## config.mk

```make
export PLATFORM = sky130hd
export DESIGN_NAME = uart_rx_framer
export DESIGN_NICKNAME = d
export VERILOG_FILES = /design/src/rtl/uart_pkg.sv /design/src/rtl/sync_2ff.sv /design/src/rtl/uart_rx_framer.sv
export SDC_FILE = /design/constraint.sdc
export NUM_CORES = 1
export LEC_CHECK = 0
export ABC_AREA = 1
export ABC_CLOCK_PERIOD_IN_PS = 1200
export CORE_MARGIN = 2
export CORE_UTILIZATION = 30
export DETAILED_ROUTE_END_ITERATION = 6
export GPL_TIMING_DRIVEN = 0
export HOLD_SLACK_MARGIN = 0.03
export PLACE_DENSITY = 0.49
export SLEW_MARGIN = 20
export SYNTH_ARGS = -nofsm -noshare
export SYNTH_HDL_FRONTEND = slang
export SYNTH_SLANG_ARGS = --single-unit
```

## constraint.sdc

```tcl
create_clock -name clk -period 1.2 [get_ports clk]
set_input_delay 0.18 -clock clk [delete_from_list [all_inputs] [get_ports clk]]
set_output_delay 0.18 -clock clk [all_outputs]
set_load 0.01 [all_outputs]
```

## src/rtl/uart_pkg.sv

```systemverilog
// Shared definitions for the UART receive framer: FSM state encoding and default bit period.
// The PARITY state exists only when UART_RX_PARITY_EN is defined.
package uart_pkg;

   localparam int unsigned CLKS_PER_BIT_DEF = 16;

   typedef enum logic [2:0] {
      ST_IDLE,
      ST_START,
      ST_DATA,
`ifdef UART_RX_PARITY_EN
      ST_PARITY,
`endif
      ST_STOP,
      ST_WAIT_IDLE
   } rx_state_t;

endpackage

```

## src/rtl/sync_2ff.sv

```systemverilog
// Two-flop synchronizer for a single asynchronous input, with a configurable reset value.
module sync_2ff #(
   parameter logic RST_VAL = 1'b1
) (
   input  logic clk,
   input  logic rst_n,
   input  logic i_d,
   output logic o_q
);

   logic r_meta;
   logic r_sync;

   always_ff @(posedge clk or negedge rst_n) begin
      if (!rst_n) begin
         r_meta <= RST_VAL;
         r_sync <= RST_VAL;
      end else begin
         r_meta <= i_d;
         r_sync <= r_meta;
      end
   end

   assign o_q = r_sync;

endmodule

```

## src/rtl/uart_rx_framer.sv

```systemverilog
// UART receive framer: 8N1 (or 8E1 when UART_RX_PARITY_EN is defined) with a one-byte
// holding register, valid/ready handoff and frame/overrun/parity error pulses.
module uart_rx_framer
   import uart_pkg::*;
#(
   parameter int unsigned CLKS_PER_BIT = CLKS_PER_BIT_DEF
) (
   input  logic       clk,
   input  logic       rst_n,
   input  logic       rxd,
   output logic [7:0] rx_data,
   output logic       rx_valid,
   input  logic       rx_ready,
   output logic       frame_err,
   output logic       overrun,
   output logic       parity_err
);

   localparam int unsigned      CNT_W     = $clog2(CLKS_PER_BIT);
   localparam logic [CNT_W-1:0] HALF_LAST = CNT_W'(CLKS_PER_BIT / 2 - 1);
   localparam logic [CNT_W-1:0] BIT_LAST  = CNT_W'(CLKS_PER_BIT - 1);

   logic             w_rxs;
   rx_state_t        r_state;
   logic [CNT_W-1:0] r_baud;
   logic [2:0]       r_bitcnt;
   logic [7:0]       r_shift;
   logic             r_done;
   logic [7:0]       r_rx_data;
   logic             r_rx_valid;
   logic             r_frame_err;
   logic             r_overrun;
`ifdef UART_RX_PARITY_EN
   logic             r_par_bad;
   logic             r_parity_err;
`endif

   sync_2ff #(.RST_VAL(1'b1)) u_sync (
      .clk   (clk),
      .rst_n (rst_n),
      .i_d   (rxd),
      .o_q   (w_rxs)
   );

   always_ff @(posedge clk or negedge rst_n) begin
      if (!rst_n) begin
         r_state     <= ST_IDLE;
         r_baud      <= '0;
         r_bitcnt    <= '0;
         r_shift     <= '0;
         r_done      <= 1'b0;
         r_rx_data   <= '0;
         r_rx_valid  <= 1'b0;
         r_frame_err <= 1'b0;
         r_overrun   <= 1'b0;
`ifdef UART_RX_PARITY_EN
         r_par_bad    <= 1'b0;
         r_parity_err <= 1'b0;
`endif
      end else begin
         r_done      <= 1'b0;
         r_frame_err <= 1'b0;
         r_overrun   <= 1'b0;
`ifdef UART_RX_PARITY_EN
         r_parity_err <= 1'b0;
`endif

         // A completed byte lands one edge after its stop sample; an accept on that
         // same edge frees the holding register so the new byte is not an overrun.
         if (r_done) begin
            if (!r_rx_valid || rx_ready) begin
               r_rx_data  <= r_shift;
               r_rx_valid <= 1'b1;
            end else begin
               r_overrun <= 1'b1;
            end
         end else if (r_rx_valid && rx_ready) begin
            r_rx_valid <= 1'b0;
         end

         r_baud <= r_baud + CNT_W'(1);
         case (r_state)
            ST_IDLE: begin
               r_baud <= '0;
               if (!w_rxs) r_state <= ST_START;
            end
            ST_START: begin
               if (r_baud == HALF_LAST) begin
                  r_baud  <= '0;
                  r_state <= w_rxs ? ST_IDLE : ST_DATA;
               end
            end
            ST_DATA: begin
               if (r_baud == BIT_LAST) begin
                  r_baud   <= '0;
                  r_shift  <= {w_rxs, r_shift[7:1]};
                  r_bitcnt <= r_bitcnt + 3'd1;
                  if (r_bitcnt == 3'd7) begin
`ifdef UART_RX_PARITY_EN
                     r_state <= ST_PARITY;
`else
                     r_state <= ST_STOP;
`endif
                  end
               end
            end
`ifdef UART_RX_PARITY_EN
            ST_PARITY: begin
               if (r_baud == BIT_LAST) begin
                  r_baud       <= '0;
                  r_state      <= ST_STOP;
                  r_par_bad    <= (w_rxs != ^r_shift);
                  r_parity_err <= (w_rxs != ^r_shift);
               end
            end
`endif
            ST_STOP: begin
               if (r_baud == BIT_LAST) begin
                  r_baud <= '0;
                  if (!w_rxs) begin
                     r_frame_err <= 1'b1;
                     r_state     <= ST_WAIT_IDLE;
                  end else begin
                     r_state <= ST_IDLE;
`ifdef UART_RX_PARITY_EN
                     r_done  <= !r_par_bad;
`else
                     r_done  <= 1'b1;
`endif
                  end
               end
            end
            ST_WAIT_IDLE: begin
               r_baud <= '0;
               if (w_rxs) r_state <= ST_IDLE;
            end
            default: begin
               r_baud  <= '0;
               r_state <= ST_IDLE;
            end
         endcase
      end
   end

   assign rx_data   = r_rx_data;
   assign rx_valid  = r_rx_valid;
   assign frame_err = r_frame_err;
   assign overrun   = r_overrun;
`ifdef UART_RX_PARITY_EN
   assign parity_err = r_parity_err;
`else
   assign parity_err = 1'b0;
`endif

endmodule
```

Word level (Yosys, flattened, before mapping). Cells that the tools add are included.

Equal/unequal tests: 14. Add/subtract/negate cells: 2. Multiplexer cells: 23. Reduce and logical (&&, ||, !) cells: 10.

Operator list (number): two-way mux 3 bit (7); case mux 3 bit (5 select lines) (1); two-way mux 1 bit (11); != test 2 bit, second input constant (5); two-way mux 4 bit (2); case mux 4 bit (2 select lines) (1); equality test 3 x 2 -> 1 bit, second input constant (2); equality test 3 bit, second input constant (2); AND reduction 2 bit (3); AND reduction 6 bit (1); adder 4 x 1 -> 4 bit, second input constant (1); equality test 4 x 3 -> 1 bit, second input constant (1); equality test 4 bit, second input constant (1); != test 2 x 1 -> 1 bit, second input constant (2); adder 3 x 1 -> 3 bit, second input constant (1); equality test 3 x 1 -> 1 bit, second input constant (1); zero test 3 bit (1); two-way mux 2 bit (1); nonzero test 2 bit (1); OR reduction 2 bit (1); logical AND 1 bit (1); zero test 1 bit (1); logical OR 1 bit (1).

Word-level logic and storage cells: 60. Bits of input ports: 4. Flip-flop bits (word level): 32.

Longest topological paths before layout. Gate-level depths: netlist of the first run.

Depth after elaboration: 4. Mapped depth: 8.

Modules after synthesis. A second synthesis of the first run with hierarchy kept.

Cell total of the unflattened synthesis: 140. Area, all modules: 1338.8 sq um.

Modules (own cells, without submodules): uart_rx_framer (times used 1, area an instance 1286.2 sq um, cells each 138); sync_2ff (times used 1, area an instance 52.6 sq um, cells each 2).

Worst setup path after synthesis of the first run. Ideal clock, no wire load.

Path type: register -> register. Start: register r_baud[0]. End: register r_bitcnt[2]. Path slack: -51 ps. Stages on the path, launching flop included: 9. Data arrival time: 1128 ps. Path buffers: 1. Library setup time: 123 ps. Data required time: 1077 ps. Clock period less this slack: 1251 ps. Cells stage by stage: dfrtp_1 ha_1 nand2_2 clkinv_2 nand2_8 nor2_8 buf_8 nand2_2 nand2_1.

Word-level cells in the longest chain between the ends: 2.

Ends and longest elaborated chain: from (decl) (RTL line uart_rx_framer.sv:25) `logic [CNT_W-1:0] r_baud;`; from (signal assigned) (RTL line uart_rx_framer.sv:81) `r_baud <= r_baud + CNT_W'(1);`; equality test 4 bit (RTL line uart_rx_framer.sv:94) `if (r_baud == BIT_LAST) begin`; AND reduction 2 bit (no source line); to (signal assigned) (RTL line uart_rx_framer.sv:97) `r_bitcnt <= r_bitcnt + 3'd1;`; to (decl) (RTL line uart_rx_framer.sv:26) `logic [2:0] r_bitcnt;`.

No other way between the ends. A chain may end at the register's enable or synchronous reset.

Final worst setup path of the first run.
Start: register r_baud[1]. End: register r_shift[7].

Word-level cells in the longest chain between the ends: 2.

Ends and longest elaborated chain: equality test 4 bit (RTL line uart_rx_framer.sv:94); AND reduction 2 bit (no source line); to (signal assigned) (RTL line uart_rx_framer.sv:96) `r_shift <= {w_rxs, r_shift[7:1]};`; to (decl) (RTL line uart_rx_framer.sv:27) `logic [7:0] r_shift;`.

No other way between the ends.

==> reports/results.tsv, run 1 <==
metric	value	unit
Post-DRT Antenna Nets	0	
reg2reg start	r_baud[1]	
First-pass DRT Iterations	4	
largest net degree at the start of global routing	33	
first-pass GRT wire length	4840	microns
clk_lat worst skew	0.28	ns
layout cell share with drive strength beyond 1	27.2	%
Clock Path Buffers	2	
worst-margin pin slew	0.698	ns
critical path endpoint	r_shift[7]	
post-route minimum period	1.26	ns
FP Rows	24	
vias in the first global route	1091	
I/O Buffers	14	
I/O Pins	16	
Lkg Pwr	0.953	nW
Initial DRC Count	52	
die area	5080	sq um
r2r endpoint	r_shift[7]	
Final Cell Area	1830	sq um
Synth-to-Final Area Change	34.7	%
register-to-register setup slack	-0.06	ns
Diodes inserted	0	
Cell Pwr Density	1480	nW/um^2
Ys Warns	0	
Hold Vio Cnt, Final	0	
CTS buffer count	5	
Fill cells	427	
Reg power frac	47.7	%
Final GP Congestion	0.790	
Post-Synthesis Cells	140	
failing checks	negative setup slack	
total power	2.70	mW
DR vias/cell	4.54	
H-tree Lvls	2	
Max-Cap Viols	0	
Max Fclk	792	MHz
TritonCTS clock tree	built	
relative slew slack	53.5	%
antenna violations before repair	0	
final slew viol count	0	
gr usage total	12.2	%
Post-Route WL	2650	microns
Root Buffer	clkbuf_8	
switching pwr	0.831	mW
unique cell type count in the Yosys netlist	23	
internal power	1.87	mW
fin nets	179	
crit path DAT	1.44	ns
routed length per placed instance	11.8	microns
endpoints failing setup	14	
Post-Syn Area	1360	sq um
Num Clock Sinks	32	
sequential fraction of the synthesis area	59.2	%
worst hold path type	in2reg	
Die Wd	71.3	microns
chip height	71.3	microns
Setup Crit Path Kind	reg2reg	
Sw Ratio	30.8	%
Clock Power Share	32.1	%
Starting Density	31.2	%
CP Capture Type	flip-flop	
Tcrit/Tclk final	105	%
Worst Setup SP	r_baud[1]	
Combinational Power Share	20.2	%
Via Count	1021	
Worst-path clk slew	0.07	ns
synthesized area per cell	9.70	sq um
Data required, critical path	1.38	ns
GRT overflow	0	
#FFs+latches synth	32	
post-DP HPWL	1780	microns
syn nets	147	
RSZ-0062 raised after global routing	true	
Clock Skew	0.00601	ns
crit-path max FO	7	
core area	4350	sq um
Placed Area	1560	sq um
drt drc	0	
Final Worst Setup Slack	-0.0628	ns
Worst setup SP type	flip-flop	
Max VDD drop	0.693	mV
outcome	finished with violations	
Worst Reg-to-Reg Cells	7	
## power groups by stage
| stage | registers (mW) | clock network, mW | logic (mW) |
|---|---|---|---|
| 2_1_floorplan | 1.26 | 0 | 0.323 |
| 3_3_place_gp | 1.28 | 0 | 0.405 |
| 3_5_place_dp | 1.29 | 0 | 0.420 |
| 4_1_cts | 1.26 | 0.891 | 0.456 |
| 5_1_grt | 1.30 | 0.943 | 0.634 |
| 6_report | 1.29 | 0.867 | 0.546 |
## kinds of logic after synthesis
family          after synthesis  synth area share (%)
flops                        32                  59.2
simple gates                 57                  20.4
fa+ha+maj                     3                  2.77
buf+inv                      20                  6.82
other cells                   1                 0.276
compound gates               25                  9.31
xor+xnor                      2                  1.29
## metal layers
| layer | global-route usage [%] | routed length [microns] |
|---|---|---|
| met1 | 14.4 | 1180 |
| met2 | 19.9 | 1300 |
| met3 | 4.50 | 119 |
| met4 | 5.66 | 50 |
| met5 | 0 | 0 |
## sequential cells by signal (all words and copies together) (netlist names)
name           count
r_shift            8
rx_data            8
r_baud             4
r_bitcnt           3
r_state            3
frame_err          1
overrun            1
r_done             1
rx_valid           1
u_sync.o_q         1
u_sync.r_meta      1
## through the flow
step           setup slack, ns  instances  hold WS (ns)  utilization [%]  TNS (ns)
6_report               -0.0628        225         0.301             42.0    -0.620
5_1_grt                 -0.151        225         0.318             42.0     -2.00
4_1_cts                -0.0662        223         0.296             39.6    -0.669
3_5_place_dp            -0.241        206         0.281             35.9     -3.23
3_3_place_gp            -0.668        206         0.346             36.0    -23.43
2_1_floorplan          -0.0140        140        -0.116                -    -0.112
## final cells by class
| class | instances | area (sq um) | area share (%) |
|---|---|---|---|
| well taps | 52 | 65.1 | 3.56 |
| inverters | 17 | 68.8 | 3.76 |
| clock inverters | 1 | 7.51 | 0.410 |
| clock buffers | 7 | 86.3 | 4.72 |
| plain buffers | 2 | 22.5 | 1.23 |
| flip-flops and latches | 32 | 805 | 44.0 |
| multi-input cells | 88 | 532 | 29.1 |
| repair buffers | 26 | 243 | 13.3 |
## cells in the mapped netlist
cell,number,area share [%]
clkinv_2,1,0.37
nand3_4,1,1.3
inv_1,15,4.1
buf_4,1,0.55
buf_2,1,0.37
buf_8,1,1.1
nor2_1,14,3.9
nand4_1,1,0.46
o21ai_0,20,7.4
inv_2,1,0.28
a31oi_1,1,0.46
conb_1,1,0.28
nor3_1,1,0.37
nand3_1,4,1.5
nor2_8,1,1.5
nand2_1,31,8.6
dfstp_2,2,3.9
a21oi_1,4,1.5
ha_1,3,2.8
nand2_8,1,1.5
nand2_2,3,1.4
dfrtp_1,30,55
xor2_1,2,1.3
## critical path, stage by stage, from the launching register on
cell	delay, ns
dfrtp_1	0.39
ha_4	0.17
nand2_4	0.05
clkinv_4	0.06
nand2_8	0.06
nor2_8	0.19
clkbuf_16	0.18
o21ai_2	0.05
## how the worst min path moves through the flow
stage | start | endpoint | slack [ns] | cells after the start
2_1_floorplan | rst_n | frame_err | -0.12 | 0
3_3_place_gp | u_sync.r_meta | u_sync.o_q | 0.35 | 0
3_5_place_dp | rst_n | rx_data[6] | 0.28 | 1
4_1_cts | rxd | u_sync.r_meta | 0.30 | 1
5_1_grt | rxd | u_sync.r_meta | 0.32 | 1
6_report | rxd | u_sync.r_meta | 0.30 | 1
## placed cells by master (no fill, tap or decap), types with 2 or more instances in the layout
master           synthesis  final
dfrtp_1                 30     29
buf_6                    0      3
nand3_1                  4      4
nand2_4                  0      2
o21ai_0                 20      9
clkbuf_8                 0      6
nand2_1                 31     28
inv_1                   15     15
buf_4                    1      8
nand2_2                  3      4
o21ai_2                  0      8
a21oi_2                  0      2
xor2_1                   2      2
nor2_1                  14     14
a21oi_1                  4      2
o21ai_1                  0      3
clkdlybuf4s50_1          0      2
dlygate4sd2_1            0     11
dfstp_2                  2      2
## repair_timing
action	in CTS	in global routing
endpoints found under the hold margin	30	0
endpoints found under the setup margin	25	27
resized for setup	14	21
pin swaps	3	3
cloned	0	1
setup buffers	8	2
hold buffers	1	0
(Power assumes the default switching activity.)
==> inputs of run 2 (changes only) <==
MAX_ROUTING_LAYER = met4   (was not set)
==> run 2 against run 1 <==
The run still ends with negative setup slack left. Maximum frequency down 0.12%. Register-to-register slack about the same. Routed wire length down 0.64%. Worst setup slack worse by 0.0015 ns. First-iteration DRC count down 12%. Via count down 0.69%. Non-clock buffer count unchanged. Largest power group unchanged.
==> reports/results.tsv, run 2 (synthesis gave the netlist of run 1 again) <==
metric	value	unit
Initial DRC Count	46	
kind of cell adding the most delay to the critical path	flip-flops	
DP Cell Count	206	
Clock Path Buffers	2	
switching pwr	0.827	mW
leading cell type in the layout, fill and taps excluded	dfrtp_1	
Diodes inserted	0	
relative slew slack	53.5	%
largest net degree at the start of global routing	33	
drt drc	0	
post-DP HPWL	1780	microns
worst-margin pin slew	0.698	ns
die area	5080	sq um
delay of the slowest critical-path stage	0.39	ns
post-route minimum period	1.26	ns
failing checks	negative setup slack	
Clock Power Share	32.0	%
internal power	1.87	mW
first-pass GRT wire length	4840	microns
Max VDD drop	0.695	mV
worst-path cell chain	ha_4, nand2_4, clkinv_4, nand2_8, nor2_8, clkbuf_16, o21ai_2	
routed length per placed instance	11.7	microns
Max Fclk	791	MHz
Sw Ratio	30.7	%
layout cell share with drive strength beyond 1	27.2	%
Synth-to-Final Area Change	34.7	%
outcome	finished with violations	
Combinational Power Share	20.2	%
Via Count	1014	
Post-DRT Antenna Nets	0	
CTS buffer count	5	
most frequent cells in the layout	29 x dfrtp_1, 28 x nand2_1, 15 x inv_1, 14 x nor2_1, 11 x dlygate4sd2_1	
Lkg Pwr	0.953	nW
Hold Vio Cnt, Final	0	
Final Worst Setup Slack	-0.0643	ns
FP Rows	24	
I/O Pins	16	
Cell Pwr Density	1470	nW/um^2
H-tree Lvls	2	
GRT overflow	0	
worst hold path type	in2reg	
Die Wd	71.3	microns
Final Cell Area	1830	sq um
I/O Buffers	14	
Clock Skew	0.00609	ns
vias in the first global route	1088	
Placed Area	1560	sq um
crit-path max FO	7	
Data required, critical path	1.38	ns
Root Buffer	clkbuf_8	
Final GP Congestion	0.801	
Reg power frac	47.8	%
crit path DAT	1.44	ns
endpoints failing setup	14	
Max-Cap Viols	0	
TritonCTS clock tree	built	
highest-delay cell along the critical path	dfrtp_1	
Starting Density	31.2	%
fin nets	179	
core area	4350	sq um
First-pass DRT Iterations	4	
Worst-path clk slew	0.07	ns
final slew viol count	0	
chip height	71.3	microns
clk_lat worst skew	0.28	ns
CP bufs+invs	2	
Layout Cells excl Fill	225	
Setup Crit Path Kind	reg2reg	
CP Capture Type	flip-flop	
antenna violations before repair	0	
gr usage total	12.6	%
RSZ-0062 raised after global routing	true	
Tcrit/Tclk final	105	%
DR vias/cell	4.51	
Post-Route WL	2630	microns
Worst setup SP type	flip-flop	
Num Clock Sinks	32	
run 2: final timing paths:
| check | from | endpoint | slack (ns) | cells after the start |
|---|---|---|---|---|
| max in group asynchronous | rst_n | r_state[1] | 0.23 | 2 |
| worst max-delay path | r_baud[1] | r_shift[7] | -0.06 | 7 |
| worst max register to register | r_baud[1] | r_shift[7] | -0.06 | 7 |
| worst min register to register | u_sync.r_meta | u_sync.o_q | 0.36 | 0 |
| min in group asynchronous | rst_n | r_shift[5] | 0.47 | 2 |
| worst min-delay path | rxd | u_sync.r_meta | 0.30 | 1 |
run 2: cell type report:
type                    instances  area, sq um
repair buffers                 26          243
inverters                      17         68.8
multi-input cells              88          532
flip-flops and latches         32          805
well taps                      52         65.1
fillers                       427         2520
clock buffers                   7         86.3
clock inverters                 1         7.51
plain buffers                   2         22.5
run 2: timing repair:
| item | 4_1_cts | 5_1_grt |
|---|---|---|
| hold endpoints to repair | 30 | 0 |
| resized for setup | 14 | 21 |
| setup endpoints to repair | 25 | 27 |
| pin swaps | 3 | 3 |
| hold buffers | 1 | 0 |
| gates cloned | 0 | 1 |
| setup buffers | 8 | 2 |
run 2: routing by layer:
metal	vias to the layer above	share of wire (%)	routed length, microns	global-route usage [%]
met5	-	0	0	-
met4	0	0.80	21	5.66
met3	2	4.2	110	4.50
met2	20	50	1320	19.9
met1	485	45	1180	14.5
li1	507	-	-	-
run 2: power groups by stage:
stage | Clock [mW] | Sequential, mW | Combinational, mW
after detailed placement | 0 | 1.29 | 0.420
after global routing | 0.946 | 1.30 | 0.630
final | 0.864 | 1.29 | 0.545
after CTS | 0.891 | 1.26 | 0.456
after global placement | 0 | 1.28 | 0.405
after floorplan | 0 | 1.26 | 0.323
run 2: through the flow:
| step | setup TNS, ns | total power, mW | hold slack, ns | utilization [%] | worst slack [ns] |
|---|---|---|---|---|---|
| after floorplan | -0.112 | 1.59 | -0.116 | - | -0.0140 |
| after global placement | -23.43 | 1.68 | 0.346 | 36.0 | -0.668 |
| final | -0.646 | 2.70 | 0.304 | 42.0 | -0.0643 |
| after detailed placement | -3.23 | 1.71 | 0.281 | 35.9 | -0.241 |
| after global routing | -2.03 | 2.87 | 0.316 | 42.0 | -0.151 |
| after CTS | -0.669 | 2.61 | 0.296 | 39.6 | -0.0662 |
